--- src/rtl/fetch_pkg.sv ---
// Shared types for the instruction fetch unit: FSM states, queue entry layout, PC step.
// No logic of its own; imported by fetch_queue and instr_fetch_unit.
// Entry width is pc + inst, carried as one packed struct through the queue.
package fetch_pkg;

    localparam int          INST_W  = 32;
    localparam logic [31:0] PC_STEP = 32'd4;

    typedef enum logic [1:0] {
        IDLE         = 2'd0,
        WAIT         = 2'd1,
        WAIT_DISCARD = 2'd2
    } fetch_state_e;

    typedef struct packed {
        logic [31:0]       pc;
        logic [INST_W-1:0] inst;
    } fetch_entry_t;

endpackage

--- src/rtl/fetch_queue.sv ---
// Prefetch FIFO of fetch_entry_t with first-word-fall-through head and flush.
// Latency: push visible at head the next cycle; head is combinational from storage.
// Backpressure: push ignored when full without a same-cycle pop; flush beats push and pop.
module fetch_queue
    import fetch_pkg::*;
#(
    parameter int DEPTH = 4,
    parameter int CNT_W = $clog2(DEPTH) + 1
) (
    input  logic             clk,
    input  logic             reset,
    input  logic             flush_i,
    input  logic             push_i,
    input  fetch_entry_t     push_dat_i,
    input  logic             pop_i,
    output fetch_entry_t     head_o,
    output logic [CNT_W-1:0] count_o,
    output logic             empty_o,
    output logic             full_o
);

    localparam int PTR_W = $clog2(DEPTH);

    fetch_entry_t     mem_q [DEPTH];
    logic [PTR_W-1:0] rd_ptr_q;
    logic [PTR_W-1:0] wr_ptr_q;
    logic [CNT_W-1:0] cnt_q;
    logic             do_push;
    logic             do_pop;

    assign empty_o = (cnt_q == '0);
    assign full_o  = (cnt_q == CNT_W'(DEPTH));
    assign do_pop  = pop_i && !empty_o;
    // Full-with-pop may push: the slot being written is the one the head vacates.
    assign do_push = push_i && (!full_o || do_pop);

    always_ff @(posedge clk) begin
        if (reset || flush_i) begin
            rd_ptr_q <= '0;
            wr_ptr_q <= '0;
            cnt_q    <= '0;
        end else begin
            if (do_push) begin
                wr_ptr_q <= wr_ptr_q + 1'b1;
            end
            if (do_pop) begin
                rd_ptr_q <= rd_ptr_q + 1'b1;
            end
            cnt_q <= cnt_q + CNT_W'(do_push) - CNT_W'(do_pop);
        end
    end

    always_ff @(posedge clk) begin
        if (!reset && !flush_i && do_push) begin
            mem_q[wr_ptr_q] <= push_dat_i;
        end
    end

    assign head_o  = empty_o ? '0 : mem_q[rd_ptr_q];
    assign count_o = cnt_q;

endmodule

--- src/rtl/instr_fetch_unit.sv ---
// Fetch stage: one outstanding imem read at a time, responses queued with their PCs for decode.
// Latency: issue->push >= 1 cycle, 1 instr / 2 cycles sustained; optional FETCH_PERF_EN adds counters.
// Backpressure: no issue unless the queue has room after this cycle's pop; redirect flushes and restarts.
module instr_fetch_unit
    import fetch_pkg::*;
#(
    parameter int          DEPTH    = 4,
    parameter logic [31:0] RESET_PC = 32'h0000_0000
) (
    input  logic        clk,
    input  logic        reset,
    output logic        imem_req,
    output logic [31:0] imem_addr,
    input  logic        imem_ack,
    input  logic [31:0] imem_rdata,
    input  logic        halt,
    input  logic        redirect_valid,
    input  logic [31:0] redirect_target,
    output logic        inst_valid,
    input  logic        inst_ready,
    output logic [31:0] inst_data,
    output logic [31:0] inst_pc,
    output logic [31:0] perf_fetched,
    output logic [31:0] perf_discarded
);

    localparam int CNT_W = $clog2(DEPTH) + 1;

    fetch_state_e     state_q, state_d;
    logic [31:0]      fetch_pc_q, fetch_pc_d;
    logic [31:0]      addr_q, addr_d;
    logic             req_q, req_d;
    logic [31:0]      redirect_pc;
    logic [CNT_W-1:0] q_count;
    logic [CNT_W-1:0] cnt_after_pop;
    logic             q_empty;
    logic             q_full;
    logic             pop;
    logic             push;
    logic             discard;
    logic             can_issue;
    fetch_entry_t     head;
    fetch_entry_t     push_entry;
    logic             unused_bits;

    assign redirect_pc = {redirect_target[31:2], 2'b00};
    assign unused_bits = ^{redirect_target[1:0], q_full, discard};

    assign inst_valid    = !q_empty;
    assign pop           = inst_valid && inst_ready && !redirect_valid;
    assign cnt_after_pop = q_count - CNT_W'(pop);
    // Only IDLE issues, so nothing is in flight when the room check is made.
    assign can_issue     = !halt && !redirect_valid && (cnt_after_pop < CNT_W'(DEPTH));

    assign push    = (state_q == WAIT) && imem_ack && !redirect_valid;
    assign discard = imem_ack && ((state_q == WAIT_DISCARD) ||
                                  ((state_q == WAIT) && redirect_valid));

    assign push_entry.pc   = addr_q;
    assign push_entry.inst = imem_rdata;

    always_comb begin
        state_d    = state_q;
        fetch_pc_d = fetch_pc_q;
        addr_d     = addr_q;
        req_d      = req_q;
        unique case (state_q)
            IDLE: begin
                if (can_issue) begin
                    req_d   = 1'b1;
                    addr_d  = fetch_pc_q;
                    state_d = WAIT;
                end
            end
            WAIT: begin
                if (imem_ack) begin
                    req_d      = 1'b0;
                    state_d    = IDLE;
                    fetch_pc_d = fetch_pc_q + PC_STEP;
                end else if (redirect_valid) begin
                    state_d = WAIT_DISCARD;
                end
            end
            WAIT_DISCARD: begin
                if (imem_ack) begin
                    req_d   = 1'b0;
                    state_d = IDLE;
                end
            end
            default: begin
                req_d   = 1'b0;
                state_d = IDLE;
            end
        endcase
        if (redirect_valid) begin
            fetch_pc_d = redirect_pc;
        end
    end

    always_ff @(posedge clk) begin
        if (reset) begin
            state_q    <= IDLE;
            fetch_pc_q <= RESET_PC;
            addr_q     <= RESET_PC;
            req_q      <= 1'b0;
        end else begin
            state_q    <= state_d;
            fetch_pc_q <= fetch_pc_d;
            addr_q     <= addr_d;
            req_q      <= req_d;
        end
    end

    assign imem_req  = req_q;
    assign imem_addr = addr_q;

    fetch_queue #(
        .DEPTH (DEPTH),
        .CNT_W (CNT_W)
    ) u_queue (
        .clk        (clk),
        .reset      (reset),
        .flush_i    (redirect_valid),
        .push_i     (push),
        .push_dat_i (push_entry),
        .pop_i      (pop),
        .head_o     (head),
        .count_o    (q_count),
        .empty_o    (q_empty),
        .full_o     (q_full)
    );

    assign inst_data = head.inst;
    assign inst_pc   = head.pc;

`ifdef FETCH_PERF_EN
    logic [31:0] fetched_q;
    logic [31:0] discarded_q;

    always_ff @(posedge clk) begin
        if (reset) begin
            fetched_q   <= '0;
            discarded_q <= '0;
        end else begin
            if (push) begin
                fetched_q <= fetched_q + 32'd1;
            end
            if (discard) begin
                discarded_q <= discarded_q + 32'd1;
            end
        end
    end

    assign perf_fetched   = fetched_q;
    assign perf_discarded = discarded_q;
`else
    assign perf_fetched   = '0;
    assign perf_discarded = '0;
`endif

endmodule

--- config.mk ---
export PLATFORM = sky130hd
export DESIGN_NAME = instr_fetch_unit
export DESIGN_NICKNAME = d
export VERILOG_FILES = /design/src/rtl/fetch_pkg.sv /design/src/rtl/fetch_queue.sv /design/src/rtl/instr_fetch_unit.sv
export SDC_FILE = /design/constraint.sdc
export NUM_CORES = 1
export LEC_CHECK = 0
export ABC_AREA = 1
export CAP_MARGIN = 20
export CORE_MARGIN = 2
export CORE_UTILIZATION = 35
export CTS_BUF_LIST = sky130_fd_sc_hd__clkbuf_8
export CTS_CLUSTER_SIZE = 20
export DETAILED_ROUTE_END_ITERATION = 6
export PLACE_DENSITY = 0.62
export SLEW_MARGIN = 20
export SYNTH_ARGS = -nofsm -noshare
export SYNTH_HDL_FRONTEND = slang
export SYNTH_SLANG_ARGS = --single-unit
--- constraint.sdc ---
create_clock -name clk -period 6.3 [get_ports clk]
set_input_delay 0.945 -clock clk [delete_from_list [all_inputs] [get_ports clk]]
set_output_delay 0.945 -clock clk [all_outputs]
set_load 0.05 [all_outputs]
==> results.json <==
{
  "crit_fanout": 86,
  "cts_tree": "built",
  "n_fill_cell": 3819,
  "synth-seq-area-share": 0.6380,
  "min_path_type": "reg -> reg",
  "dr.first_iter.drc_count": 781,
  "layout_commonest_cell": "nor2_1",
  "period_minus_slack_ps": 4802,
  "hold_ws_ps": 461.3,
  "tns_ps": 0,
  "wl_mm": 33.96,
  "nets": 1635,
  "drtAntennaViolNets": 0,
  "tightest_slew_ps": 851.9,
  "finalHoldViolations": 0,
  "h-tree-depth": 2,
  "arrival_ps": 3860,
  "port_buffers": 161,
  "clock-root-buffer": "clkbuf_8",
  "grt_pass1_vias": 9351,
  "antenna_found_initial": 0,
  "crit_buf_inv": 3,
  "clkLatencyLatePin_ps": 570,
  "min_period_over_period": 0.7622,
  "viasPerCell": 4.732,
  "initial_utilization": 0.3523,
  "first_pass_iters": 5,
  "critPathKind": "reg -> out",
  "syn_to_final_growth_pct": 20.85,
  "place_area_sq_um": 15850,
  "power_density_nw_per_um2": 266.3,
  "max_slew_margin": 0.4321,
  "numCtsBuffers": 52,
  "yosys_register_bits": 320,
  "finClkSkew_ps": 22.91,
  "finalWeightedCongestion": 0.8704,
  "setup-violations-final": 0,
  "startpoint_type": "register",
  "dieHeight_microns": 203.5,
  "max_freq_ghz": 0.2082,
  "synth_cell_types": 39,
  "peakVddDrop_uv": 116.1,
  "yosysWarnings": 0,
  "worstPathCellList": "clkinv_2 > buf_4 > o21ai_0 > a21oi_1 > clkdlybuf4s50_1",
  "syn-cell-area_sq_um": 13930,
  "final_cell_mix": "nor2_1 (312), edfxtp_1 (248), o21ai_0 (181)",
  "final_area_sq_um": 16840,
  "dieArea_sq_um": 41420,
  "p_total_mw": 4.484,
  "grt_max_degree": 87,
  "rsz0062_at_grt": "no",
  "num_rows": 73,
  "core_sq_um": 39550,
  "worstPathRequired_ps": 5350,
  "critPathMaxStageDelay_ps": 900,
  "cap_violations": 0,
  "wl_per_cell_microns": 16.04,
  "post_cts_buffers": 0,
  "overflow": 0,
  "clk_pin_slew_ps": 70,
  "leakage_nw": 5.900,
  "drive_above_1_share": 0.07412,
  "status": "complete, no violations",
  "grt_pass1_wl_mm": 51.68,
  "slew_violations": 0,
  "synthCells": 1390,
  "ios": 232,
  "clock-sinks": 320,
  "post_cts_resized": 0,
  "clock_path_buffers": 3,
  "syn_area_per_cell_sq_um": 10.02,
  "num_vias": 10020,
  "fp.dieW_microns": 203.5,
  "grtUsageTotal": 0.1598,
  "hpwlAfterDp_mm": 21.27,
  "drcViolationCount": 0,
  "endpoint_kind": "primary output",
  "cp_top_family": "buffers and inverters",
  "antenna_cells": 0,
  "cp_slowest_cell": "clkdlybuf4s50_1",
  "hold_buffers": 0
}
[power by group]
part,switching (mW),internal (mW)
sequential,0.0606,2.32
combinational,0.291,0.119
clock,0.784,0.908
[flip-flops by register name, summed over array words and instances (netlist names), named ones only]
signal	count
u_queue.mem_q	248
fetch_pc_q	30
imem_addr	30
u_queue.count_o	3
state_q	2
u_queue.rd_ptr_q	2
u_queue.wr_ptr_q	2
imem_req	1
[cell type report]
cell class                      count  area, sq um  share of cell area
Sequential cell                   320         8894              0.5282
Multi-Input combinational cell    909         4174              0.2479
Clock buffer                       57        784.5             0.04659
Tap cell                          525        656.9             0.03901
Clock inverter                     35        198.9             0.01182
Inverter                           93        350.3             0.02081
Timing Repair Buffer              178         1779              0.1057
[synthesized netlist by cell type (all sizes together)]
library cell | instances | share of area
a21oi | 123 | 0.044
a22o | 2 | 0.0013
a31oi | 8 | 0.0036
buf | 92 | 0.046
clkbuf | 42 | 0.011
clkinv | 1 | 0.00027
conb | 1 | 0.00027
dfxtp | 72 | 0.10
dlygate4sd1 | 1 | 0.00063
edfxtp | 248 | 0.53
fa | 1 | 0.0014
ha | 10 | 0.0090
inv | 92 | 0.025
nand2 | 139 | 0.039
nand3 | 25 | 0.010
nand3b | 1 | 0.00054
nand4 | 1 | 0.00045
nor2 | 328 | 0.092
nor3 | 2 | 0.0011
nor3b | 1 | 0.00054
o21a | 1 | 0.00054
o21ai | 186 | 0.067
o21bai | 1 | 0.00054
o311ai | 1 | 0.00063
or2 | 1 | 0.00045
xnor2 | 3 | 0.0019
xor2 | 7 | 0.0044
[metrics by stage]
step / util / instances / setup WS [ps]
floorplan: - / 1457 / 1645
global placement: 0.4001 / 2023 / 1983
detailed placement: 0.4009 / 2025 / 1866
CTS: 0.4257 / 2117 / 1468
global route: 0.4257 / 2117 / 1279
finish: 0.4257 / 2117 / 1498
[worst min-delay path: stages (launching register included)]
cell and delay [ps]:
dfxtp_1 300, inv_1 50, a21oi_1 60
[metal layers]
layer | wire, microns | GRT usage | vias up
met5 | 0 | 0 | -
met1 | 15580 | 0.2259 | 4716
met4 | 712 | 0.04692 | 0
li1 | - | - | 4885
met3 | 2278 | 0.02541 | 57
met2 | 15390 | 0.2539 | 360
[logic make-up after synthesis]
| family | synth area share |
|---|---|
| AO/OA/AOI/OAI | 0.1176 |
| flip-flops | 0.6380 |
| adder cells (fa/ha/maj) | 0.01042 |
| AND/OR/NAND/NOR | 0.1445 |
| buffers and inverters | 0.08298 |
| other | 0.0002692 |
| XOR/XNOR | 0.006287 |
[path summary, 6_finish.rpt]
check / endpoint / startpoint / slack (ps) / cells past startpoint
worst max-delay path: inst_pc[17] / register / 1500 / 5
worst min-delay path: u_queue.rd_ptr_q[1] / u_queue.rd_ptr_q[1] / 460 / 2
worst max register to register: u_queue.mem_q[0][52] / state_q[1] / 2750 / 9
worst min register to register: u_queue.rd_ptr_q[1] / u_queue.rd_ptr_q[1] / 460 / 2
Power figures use the tool's default switching activity.
==> RTL change (same flow settings) <==
`DEPTH` is set to 4 in 2 places; all go to 8.
--- a/src/rtl/fetch_queue.sv
+++ b/src/rtl/fetch_queue.sv
@@ -6,3 +6,3 @@
 #(
-    parameter int DEPTH = 4,
+    parameter int DEPTH = 8,
     parameter int CNT_W = $clog2(DEPTH) + 1
--- a/src/rtl/instr_fetch_unit.sv
+++ b/src/rtl/instr_fetch_unit.sv
@@ -6,3 +6,3 @@
 #(
-    parameter int          DEPTH    = 4,
+    parameter int          DEPTH    = 8,
     parameter logic [31:0] RESET_PC = 32'h0000_0000
Formal check against the unedited RTL: no difference found for any inputs over 4 cycles, from zero or initial values and one cycle with reset high; that may be too few to reach the edited logic, so the function may still have changed.
==> RTL change against the unedited design <==
- worst hold slack better by 0.0048 ns
- largest power group unchanged
- worst setup slack worse by 0.52 ns
- power up 69%
- design area up 64%
- sequential cell count up 252
- die area up 69%
- sequential share of layout area up 6.6 points
- wire length up 76%
- area after synthesis up 71%
==> RTL change: results (changes against the unedited design) <==
| Metric | Value |
|---|---|
| Status | finished clean |
| First-pass iteration count of the detailed router | 7 (+2) |
| Crit path largest cell delay | 0.94 ns (+0.04 ns) |
| Post-synthesis sequential area ratio | 0.691 (+0.0526) |
| Via count | 16000 (+59%) |
| CP max-delay cell | dfxtp_4 |
| Share of cells above drive strength 1 | 0.0838 (+0.00965) |
| Fill count | 6249 (+64%) |
| Longest Clk Path Bufs | 3 (unchanged) |
| Most common library cells after synthesis | 496 x edfxtp_1, 422 x nor2_1, 213 x o21ai_0 |
| First-pass GRT wire length | 90.1 mm (+74%) |
| Leak | 9.66 nW (+64%) |
| FFs w/ async S/R, synth | 0 (unchanged) |
| Total wire length | 59.8 mm (+76%) |
| Initial antenna violation count | 2 (+2) |
| Final Wtd Congestion | 0.861 (-1.1%) |
| Top reg by flops | u_queue.mem_q |
| CP top delay family | buffers and inverters |
| Largest net degree at the start of global routing | 117 (+34%) |
| GRT Resource Usage Total | 0.168 (+0.00775) |
| Number of H-tree levels | 3 (+1) |
| Crit path max fanout | 92 (+7.0%) |
| Distinct cells, synth | 43 (+10%) |
| Post-CTS Setup Inserts | 0 (unchanged) |
| Placed Area | 25800 um^2 (+63%) |
| Worst hold path type | reg -> reg |
| Setup Skew | 0.0516 ns (+0.0287 ns) |
| Synth area leaders | edfxtp_1 63%, nor2_1 6.7%, dfxtp_1 6.4% |
| Post-layout net count | 2315 (+42%) |
| Max reg flops | 496 (+100%) |
| Switching Fraction | 0.239 (-0.0144) |
| Critical path arrival | 4.37 ns (+0.51 ns) |
| Dpl hpwl | 32.6 mm (+53%) |
| Num CTS Buffers | 97 (+87%) |
| Worst skew pair latency | 0.72 ns (+0.15 ns) |
| Least-Margin Pin Slew | 1.06 ns (+0.209 ns) |
| Iteration-0 DRC Markers | 1225 (+57%) |
| Post-synth EDFFs | 496 (+100%) |
| CTS root buffer | clkbuf_8 |
| Peak supply drop | 0.160 mV (+38%) |
==> RTL change: changes by cell type after synthesis, sizes merged, moves of 4 or more <==
cell,unedited run,this run
clkbuf,42,57
edfxtp,248,496
nand2,139,207
a31oi,8,77
nand4,1,7
a21oi,123,56
buf,92,133
nor2,328,433
nor3,2,11
dfxtp,72,76
o22ai,0,62
inv,92,56
o21ai,186,333
==> RTL change: path summary, 6_finish.rpt <==
check                           cells after the start  slack [ns]                        endpoint                          start
worst max-delay path                                6        0.98                     inst_pc[18]                           flop
worst min-delay path                                2        0.47           imem_req$_SDFFE_PP0P_          imem_req$_SDFFE_PP0P_
worst max register to register                     10        2.87  u_queue.mem_q[3][63]$_DFFE_PP_  u_queue.count_o[3]$_SDFF_PP0_
worst min register to register                      2        0.47           imem_req$_SDFFE_PP0P_          imem_req$_SDFFE_PP0P_
==> RTL change: cells by family (layout without fill, tap and decap cells) <==
group / count (synthesis) / in the layout / share of synthesized area
compound gates: 537 / 537 / 0.122
xor+xnor: 8 / 8 / 0.00295
fa+ha+maj: 14 / 14 / 0.00769
buf+inv: 246 / 415 / 0.0592
flops: 572 / 572 / 0.691
other cells: 1 / 68 / 0.000158
simple gates: 690 / 690 / 0.117
==> RTL change: cell type report <==
class	count	area [um^2]	area share
Clock buffer	101	1390	0.0503
Clock inverter	71	359	0.0130
Inverter	56	220	0.00797
Multi-Input combinational cell	1317	6250	0.226
Sequential cell	572	16400	0.595
Tap cell	873	1090	0.0395
Timing Repair Buffer	187	1890	0.0684
==> RTL change: tightest hold or removal path: stages (launching register included) <==
cell     delay [ns]
dfxtp_1        0.31
nand2_1        0.06
a21oi_1        0.05
==> RTL change: stage by stage <==
step / TNS [ns] / instances / setup WS, ns
after floorplan: -31.22 / 2135 / -0.126
after global placement: 0 / 3003 / 1.65
after detailed placement: 0 / 3004 / 1.64
after CTS: 0 / 3176 / 0.870
after global routing: 0 / 3177 / 0.728
final: 0 / 3177 / 0.980
==> RTL change: routing by layer <==
metal  global-route usage  share of wire
met4               0.0574          0.018
met1                0.217           0.44
met3               0.0335          0.056
met5                    0        0.00038
met2                0.280           0.48
==> RTL change: power by group through the flow <==
| stage | clock (mW) | combinational (mW) | sequential (mW) |
|---|---|---|---|
| 3_5_place_dp | 0 | 0.419 | 4.25 |
| 2_1_floorplan | 0 | 0.304 | 4.25 |
| 4_1_cts | 3.09 | 0.421 | 4.17 |
| 6_report | 3.00 | 0.420 | 4.17 |
| 3_3_place_gp | 0 | 0.414 | 4.25 |
| 5_1_grt | 3.24 | 0.452 | 4.17 |
